--- src/rtl/fcvt_pkg.sv ---
// Shared definitions for the binary32 -> int32/uint32 sequential converter:
// FSM states, operand classes, rounding-mode encodings, saturation values
// and fflags bit positions.
package fcvt_pkg;

  typedef enum logic [2:0] {
    ST_IDLE,
    ST_UNPACK,
    ST_SHIFT,
    ST_ROUND,
    ST_DONE
  } state_t;

  typedef enum logic [1:0] {
    CLS_ZERO,   // zero or denormal
    CLS_NORM,
    CLS_INF,
    CLS_NAN
  } cls_t;

  localparam logic [2:0] RM_RNE = 3'b000;
  localparam logic [2:0] RM_RTZ = 3'b001;
  localparam logic [2:0] RM_RDN = 3'b010;
  localparam logic [2:0] RM_RUP = 3'b011;
  localparam logic [2:0] RM_RMM = 3'b100;

  localparam logic [31:0] SAT_S_MAX = 32'h7FFF_FFFF;
  localparam logic [31:0] SAT_S_MIN = 32'h8000_0000;
  localparam logic [31:0] SAT_U_MAX = 32'hFFFF_FFFF;

  localparam int FLAG_NV = 4;
  localparam int FLAG_DZ = 3;
  localparam int FLAG_OF = 2;
  localparam int FLAG_UF = 1;
  localparam int FLAG_NX = 0;

endpackage

--- src/rtl/f2i_round.sv ---
// Rounding-increment decision: given the sign, the integer lsb and the
// guard/round/sticky bits, decide whether the magnitude gets +1.
module f2i_round
  import fcvt_pkg::*;
(
  input  logic       sign,
  input  logic       lsb,
  input  logic       g,
  input  logic       r,
  input  logic       s,
  input  logic [2:0] rm,
  output logic       inc
);

  // Increment rule per rounding mode; unknown encodings truncate like RTZ.
  always_comb begin
    // NOTE: every signal written in always_comb gets a default first so no latch is inferred.
    inc = 1'b0;
    case (rm)
      RM_RNE:  inc = g & (r | s | lsb);
      RM_RTZ:  inc = 1'b0;
      RM_RDN:  inc = sign & (g | r | s);
      RM_RUP:  inc = ~sign & (g | r | s);
      RM_RMM:  inc = g;
      default: inc = 1'b0;
    endcase
  end

endmodule

--- src/rtl/float2int_seq.sv ---
// Sequential FCVT.W.S / FCVT.WU.S: IDLE -> UNPACK -> SHIFT -> ROUND -> DONE,
// one state per cycle, result held in DONE until out_ready.
// Optional macro FCVT_FFLAGS_EN enables NV/NX flag generation; without it
// fflags is tied to zero.
module float2int_seq
  import fcvt_pkg::*;
(
  input  logic        clk,
  input  logic        reset,
  input  logic        in_valid,
  output logic        in_ready,
  input  logic [31:0] float_in,
  input  logic        is_unsigned,
  input  logic [2:0]  rm,
  input  logic        flush,
  output logic        out_valid,
  input  logic        out_ready,
  output logic [31:0] int_out,
  output logic [4:0]  fflags
);

  state_t      state, state_nxt;

  logic [31:0] op_f;
  logic        op_uns;
  logic [2:0]  op_rm;

  logic        u_sign;
  logic [7:0]  u_exp;
  logic [23:0] u_mant;
  cls_t        u_cls;

  logic [31:0] s_int;
  logic        s_g, s_r, s_s, s_big;

  cls_t        cls_d;
  logic [7:0]  sh_amt;
  logic [95:0] wide;
  logic [31:0] int_d;
  logic        g_d, r_d, s_d, big_d;

  logic        inc;
  logic [32:0] mag;
  logic [31:0] conv;
  logic        sat;
  logic [31:0] sat_val;
  logic [31:0] res_int;

  assign in_ready  = (state == ST_IDLE);
  assign out_valid = (state == ST_DONE);

  // Next-state logic; flush overrides any accept or consume.
  always_comb begin
    state_nxt = state;
    case (state)
      ST_IDLE:   if (in_valid) state_nxt = ST_UNPACK;
      ST_UNPACK: state_nxt = ST_SHIFT;
      ST_SHIFT:  state_nxt = ST_ROUND;
      ST_ROUND:  state_nxt = ST_DONE;
      ST_DONE:   if (out_ready) state_nxt = ST_IDLE;
      default:   state_nxt = ST_IDLE;
    endcase
    if (flush) state_nxt = ST_IDLE;
  end

  // State register.
  always_ff @(posedge clk or posedge reset) begin
    // NOTE: sequential state uses non-blocking assignments so all registers update together at the edge.
    if (reset) state <= ST_IDLE;
    else       state <= state_nxt;
  end

  // Operand classification from the captured operand.
  always_comb begin
    cls_d = CLS_NORM;
    if (op_f[30:23] == 8'hFF)      cls_d = (op_f[22:0] != 23'd0) ? CLS_NAN : CLS_INF;
    else if (op_f[30:23] == 8'h00) cls_d = CLS_ZERO;
  end

  // Place the significand so bit 64 is weight 2^0: [95:64] integer part,
  // bit 63 guard, bit 62 round, [61:0] sticky. Exponents 125..158 fit.
  always_comb begin
    sh_amt = u_exp - 8'd86;
    wide   = {72'd0, u_mant} << sh_amt;
    int_d  = '0;
    g_d    = 1'b0;
    r_d    = 1'b0;
    s_d    = 1'b0;
    big_d  = 1'b0;
    if (u_exp >= 8'd159) begin
      big_d = 1'b1;                        // |x| >= 2^32, also inf/NaN
    end else if (u_exp >= 8'd125) begin
      {int_d, g_d, r_d} = wide[95:62];
      s_d = |wide[61:0];
    end else begin
      s_d = |u_mant;                       // below 0.25: only sticky survives
    end
  end

  f2i_round u_round (
    .sign (u_sign),
    .lsb  (s_int[0]),
    .g    (s_g),
    .r    (s_r),
    .s    (s_s),
    .rm   (op_rm),
    .inc  (inc)
  );

  // Round, negate and saturate. Zero/denormal inputs never round away from 0.
  always_comb begin
    mag     = {1'b0, s_int} + {32'd0, inc & (u_cls == CLS_NORM)};
    conv    = u_sign ? (~mag[31:0] + 32'd1) : mag[31:0];
    sat     = 1'b0;
    sat_val = '0;
    if (u_cls == CLS_NAN) begin
      sat     = 1'b1;
      sat_val = op_uns ? SAT_U_MAX : SAT_S_MAX;
    end else if (op_uns) begin
      if (!u_sign) begin
        sat     = s_big | mag[32];
        sat_val = SAT_U_MAX;
      end else begin
        sat     = s_big | (mag != 33'd0);
        sat_val = '0;
      end
    end else begin
      if (!u_sign) begin
        sat     = s_big | mag[32] | mag[31];
        sat_val = SAT_S_MAX;
      end else begin
        sat     = s_big | (mag > 33'h0_8000_0000);
        sat_val = SAT_S_MIN;
      end
    end
    res_int = sat ? sat_val : conv;
  end

  // Pipeline-stage registers, advanced by the FSM; flush blocks any update.
  always_ff @(posedge clk or posedge reset) begin
    if (reset) begin
      op_f    <= '0;
      op_uns  <= 1'b0;
      op_rm   <= '0;
      u_sign  <= 1'b0;
      u_exp   <= '0;
      u_mant  <= '0;
      u_cls   <= CLS_ZERO;
      s_int   <= '0;
      s_g     <= 1'b0;
      s_r     <= 1'b0;
      s_s     <= 1'b0;
      s_big   <= 1'b0;
      int_out <= '0;
    end else if (!flush) begin
      case (state)
        ST_IDLE: if (in_valid) begin
          op_f   <= float_in;
          op_uns <= is_unsigned;
          op_rm  <= rm;
        end
        ST_UNPACK: begin
          u_sign <= op_f[31];
          u_exp  <= op_f[30:23];
          u_mant <= {op_f[30:23] != 8'h00, op_f[22:0]};
          u_cls  <= cls_d;
        end
        ST_SHIFT: begin
          s_int <= int_d;
          s_g   <= g_d;
          s_r   <= r_d;
          s_s   <= s_d;
          s_big <= big_d;
        end
        ST_ROUND: int_out <= res_int;
        default: ;
      endcase
    end
  end

`ifdef FCVT_FFLAGS_EN
  logic [4:0] flags_d;

  // NV on saturation; NX on discarded bits only when not invalid.
  always_comb begin
    flags_d          = '0;
    flags_d[FLAG_NV] = sat;
    flags_d[FLAG_DZ] = 1'b0;
    flags_d[FLAG_OF] = 1'b0;
    flags_d[FLAG_UF] = 1'b0;
    flags_d[FLAG_NX] = ~sat & (s_g | s_r | s_s);
  end

  // Flag register, written alongside int_out.
  always_ff @(posedge clk or posedge reset) begin
    if (reset)                            fflags <= '0;
    else if (!flush && state == ST_ROUND) fflags <= flags_d;
  end
`else
  assign fflags = '0;
`endif

endmodule

--- config.mk ---
export PLATFORM = sky130hd
export DESIGN_NAME = float2int_seq
export DESIGN_NICKNAME = d
export VERILOG_FILES = /design/src/rtl/fcvt_pkg.sv /design/src/rtl/f2i_round.sv /design/src/rtl/float2int_seq.sv
export SDC_FILE = /design/constraint.sdc
export NUM_CORES = 1
export LEC_CHECK = 0
export ABC_AREA = 1
export CAP_MARGIN = 20
export CORE_ASPECT_RATIO = 0.7
export CORE_UTILIZATION = 38
export DETAILED_ROUTE_END_ITERATION = 10
export PLACE_DENSITY = 0.61
export REMOVE_ABC_BUFFERS = 1
export SETUP_SLACK_MARGIN = 0.2
export SYNTH_ARGS = -nofsm -noshare
export SYNTH_HDL_FRONTEND = slang
export SYNTH_HIERARCHICAL = 1
export SYNTH_SLANG_ARGS = --single-unit
--- constraint.sdc ---
create_clock -name clk -period 6.45 [get_ports clk]
set_input_delay 1.29 -clock clk [delete_from_list [all_inputs] [get_ports clk]]
set_output_delay 1.29 -clock clk [all_outputs]
set_load 0.03 [all_outputs]
==> run_results.csv <==
group,metric,value,unit
run_status,outcome,"completed",
synth,synth_area_leader_cell,"dfrtp_1",
worst_setup_path,timing.critical_path.from_type,"primary input",
route,postRouteAntennaNets,0,
clock_network,worst_setup_hold_path_clk_slew,0.06,ns
clock_network,cts-resized-gates,0,
worst_setup_path,critPathRequiredTime,6.78,ns
floorplanning,core,25800,sq um
floorplanning,vertical_extent_of_the_die,138,microns
placed_design,io_buffers,74,
synth,yosys_warnings,6,
route,avgRoutedWirePerCell,16.5,microns
placed_design,place.gp.congestion,0.966,
job,max-cap-violations,0,
worst_setup_path,critPathCaptureType,"flip-flop",
finish,multiInputGateArea,5700,sq um
grt,grt_antenna_before_repair,0,
synth,ys.flop_type,"dfrtp_1",
floorplanning,initial_core_utilization,38.9,%
worst_setup_path,critPathKind,"in -> reg",
finish,number_of_filler_cells_placed_in_the_layout,2714,
finish,area.sequential,3550,sq um
worst_setup_path,dominant_cell_type_by_count_on_the_critical_path,"nand2_1",
clock_network,worst_skew_pair.late_latency,0.43,ns
timing,timing.final.max_slew_violations,0,
clock_network,cts_made_buffers,17,
timing,max_clock_freq,217,MHz
clock_network,clockBufferDepth,2,
grt,grtUsageMet1,38.6,%
route,vias_per_inst,5.34,
finish,nets,1562,
worst_setup_path,critPathMaxFanout,25,
timing,finalSetupViolCount,0,
clock_network,clock_sinks,142,
worst_setup_path,worst_ep_arrival_time,4.95,ns
placed_design,detailed_place.area,11000,sq um
timing,rsz0062_at_grt,"false",
synth,yosysUniqueCellTypes,44,
synth,async_reset_ff_share,100,%
synth,yosysSeqAreaShare,35.4,%
route,detail_route.first_pass.iterations,5,
grt,grt_pass1_vias,9091,
timing,hold_viol,0,
worst_setup_path,critical_path.max_stage_delay,0.77,ns
timing,timing.slew.headroom,29.1,%
worst_setup_path,slowest_stage,"nor2_1",
grt,grt.total_usage,23.6,%
finish,antennaDiodeCount,0,
timing,layout_worst_path_cycle_share,71.6,%
timing,finalCriticalPeriod,4.62,ns
floorplanning,fp.dieW,196,microns
synth,syn-cell-area,10100,sq um
clock_network,post_cts_hold_buffers,0,
grt,grt_start_max_net_pins,88,
clock_network,clock_tree_from_tritoncts,"done",
worst_setup_path,cell_chain_of_the_critical_path,"clkdlybuf4s50_1 -> inv_1 -> nand2_1 -> nor2_1 -> inv_2 -> a21oi_1 -> nand2_1 -> nor3_1 -> nand2_1 -> inv_1 -> nand2_1 -> o221ai_1",
clock_network,clk_tree_root_cell,"clkbuf_16",
clock_network,cts_post_setup_buffers_inserted,0,
grt,grt_use_met2,31.1,%
synth,count_of_flip_flops_with_a_built_in_enable_after_synthesis,0,
finish,drive_gt1_share,8.97,%
synth,synth_top_area_share,35.4,%
route,routed-via-count,10100,
floorplanning,ioPinCount,80,
synth,synth_area_leaders,"dfrtp_1 (35%), nand2_1 (16%), nand3_1 (11%)",
synth,post_synth_inst_count,1480,
route,drt_iter0_markers,949,
floorplanning,fp.dieArea,27100,sq um
clock_network,cts.htree.levels,4,
grt,gr-max-usage-layer,"met1",
floorplanning,core.rowCount,49,
synth,syn_area_per_cell,6.79,sq um
min_path,min-delay-path-class,"reg -> reg",
finish,synthToLayoutAreaGrowth,15.9,%
placed_design,dpl.hpwl,24.1,mm
grt,grt_pass1_wl,50.3,mm
route,wirelength,31.1,mm
timing,final.setup.tns,0,ns
synth,ys_top_cells_by_count,"nand2_1 (434), nand3_1 (224), nor2_1 (164)",
synth,synth_most_common_cell,"nand2_1",
grt,remaining_overflow_grt,0,
timing,final.setup_skew,0.0113,ns
synth,synth_seq_cells,142,
route,post-route-drc-count,0,
grt,met3_usage,4.81,%
timing,tightest_slew,1.06,ns
finish,finish.instance_area,11600,sq um
## logic make-up after synthesis
family / Yosys count / share of synthesized area (%)
buffers and inverters: 201 / 8.12
xor gates and xnor gates: 26 / 2.34
AOI/OAI and AO/OA: 154 / 9.69
DFF: 142 / 35.4
and+or+nand+nor: 926 / 41.0
other: 1 / 0.0373
muxes: 24 / 2.69
adders and majority gates: 6 / 0.747
## registers in the layout (all words and copies together) (netlist names)
signal / flops
int_out: 32
u_sign: 1
s_r: 1
state: 3
s_int: 32
s_big: 1
u_exp: 8
op_uns: 1
s_g: 1
s_s: 1
op_rm: 3
u_cls: 2
u_mant: 24
op_f: 32
## per-stage QoR
step / cells / hold WS (ns) / worst slack [ns] / utilization (%)
after CTS: 1883 / 0.495 / 1.94 / 44.9
after floorplan: 1414 / 0.448 / 1.35 / -
after global placement: 1851 / 0.473 / 1.61 / 42.6
final: 1885 / 0.488 / 1.83 / 45.1
after detailed placement: 1851 / 0.478 / 1.48 / 42.6
after global routing: 1885 / 0.522 / 1.21 / 45.1
## placed cells by master, fill, tap and decap left out, types with 2 or more instances in the layout
master | Yosys | routed
nand2_1 | 434 | 434
nand3_1 | 224 | 223
nor2_1 | 164 | 164
dfrtp_1 | 142 | 142
inv_1 | 125 | 124
clkdlybuf4s50_1 | 0 | 74
o21ai_0 | 66 | 66
a21oi_1 | 33 | 33
mux2_2 | 24 | 24
nand4_1 | 23 | 23
o221ai_1 | 23 | 23
nand3_2 | 20 | 21
a21oi_2 | 18 | 18
xor2_1 | 17 | 17
clkbuf_16 | 0 | 17
nor4_1 | 14 | 14
nor2_2 | 11 | 11
nor3_1 | 10 | 10
xnor2_1 | 8 | 8
nand2_2 | 7 | 7
ha_1 | 6 | 6
buf_4 | 5 | 6
nand3b_1 | 5 | 5
or2_0 | 5 | 5
conb_1 | 1 | 5
o22ai_1 | 4 | 4
nor2_4 | 4 | 4
clkbuf_8 | 0 | 4
clkinvlp_4 | 0 | 4
clkinv_1 | 3 | 3
inv_2 | 3 | 3
inv_6 | 0 | 3
nor3_2 | 2 | 2
a21oi_4 | 2 | 2
o211ai_1 | 2 | 2
bufinv_16 | 0 | 2
clkinv_4 | 0 | 2
buf_16 | 0 | 2
## final cells by class
class / instances / area share, %
repair buffers: 82 / 7.22
clock buffers: 21 / 4.12
clock inverters: 11 / 1.12
well taps: 357 / 3.83
flip-flops and latches: 142 / 30.5
inverters: 131 / 4.26
multi-input cells: 1141 / 48.9
## routing by layer
metal,part of all wire (%),wire (microns),vias to the layer above
li1,-,-,4938
met4,0.82,256,0
met2,38,11900,342
met1,53,16400,4770
met3,7.9,2470,21
met5,0,0,-
## final timing paths
path / start / end / slack (ns) / cells past startpoint
worst min-delay path: s_s / s_s / 0.49 / 2
worst max-delay path: flush / s_int[15] / 1.83 / 12
min in group asynchronous: reset / int_out[7] / 1.40 / 2
worst min register to register: s_s / s_s / 0.49 / 2
max in group asynchronous: reset / op_f[24] / 3.83 / 3
worst max register to register: op_rm[0] / int_out[12] / 1.92 / 18
## worst max-delay path, delay by kind of cell
family          cells  cell delay (ns)
buf+inv             4             1.36
compound gates      2             0.40
simple gates        6             1.87
Power is left out: the tool's default activity adds up to more than one toggle a clock period on the data nets, which glitch-free logic cannot reach.
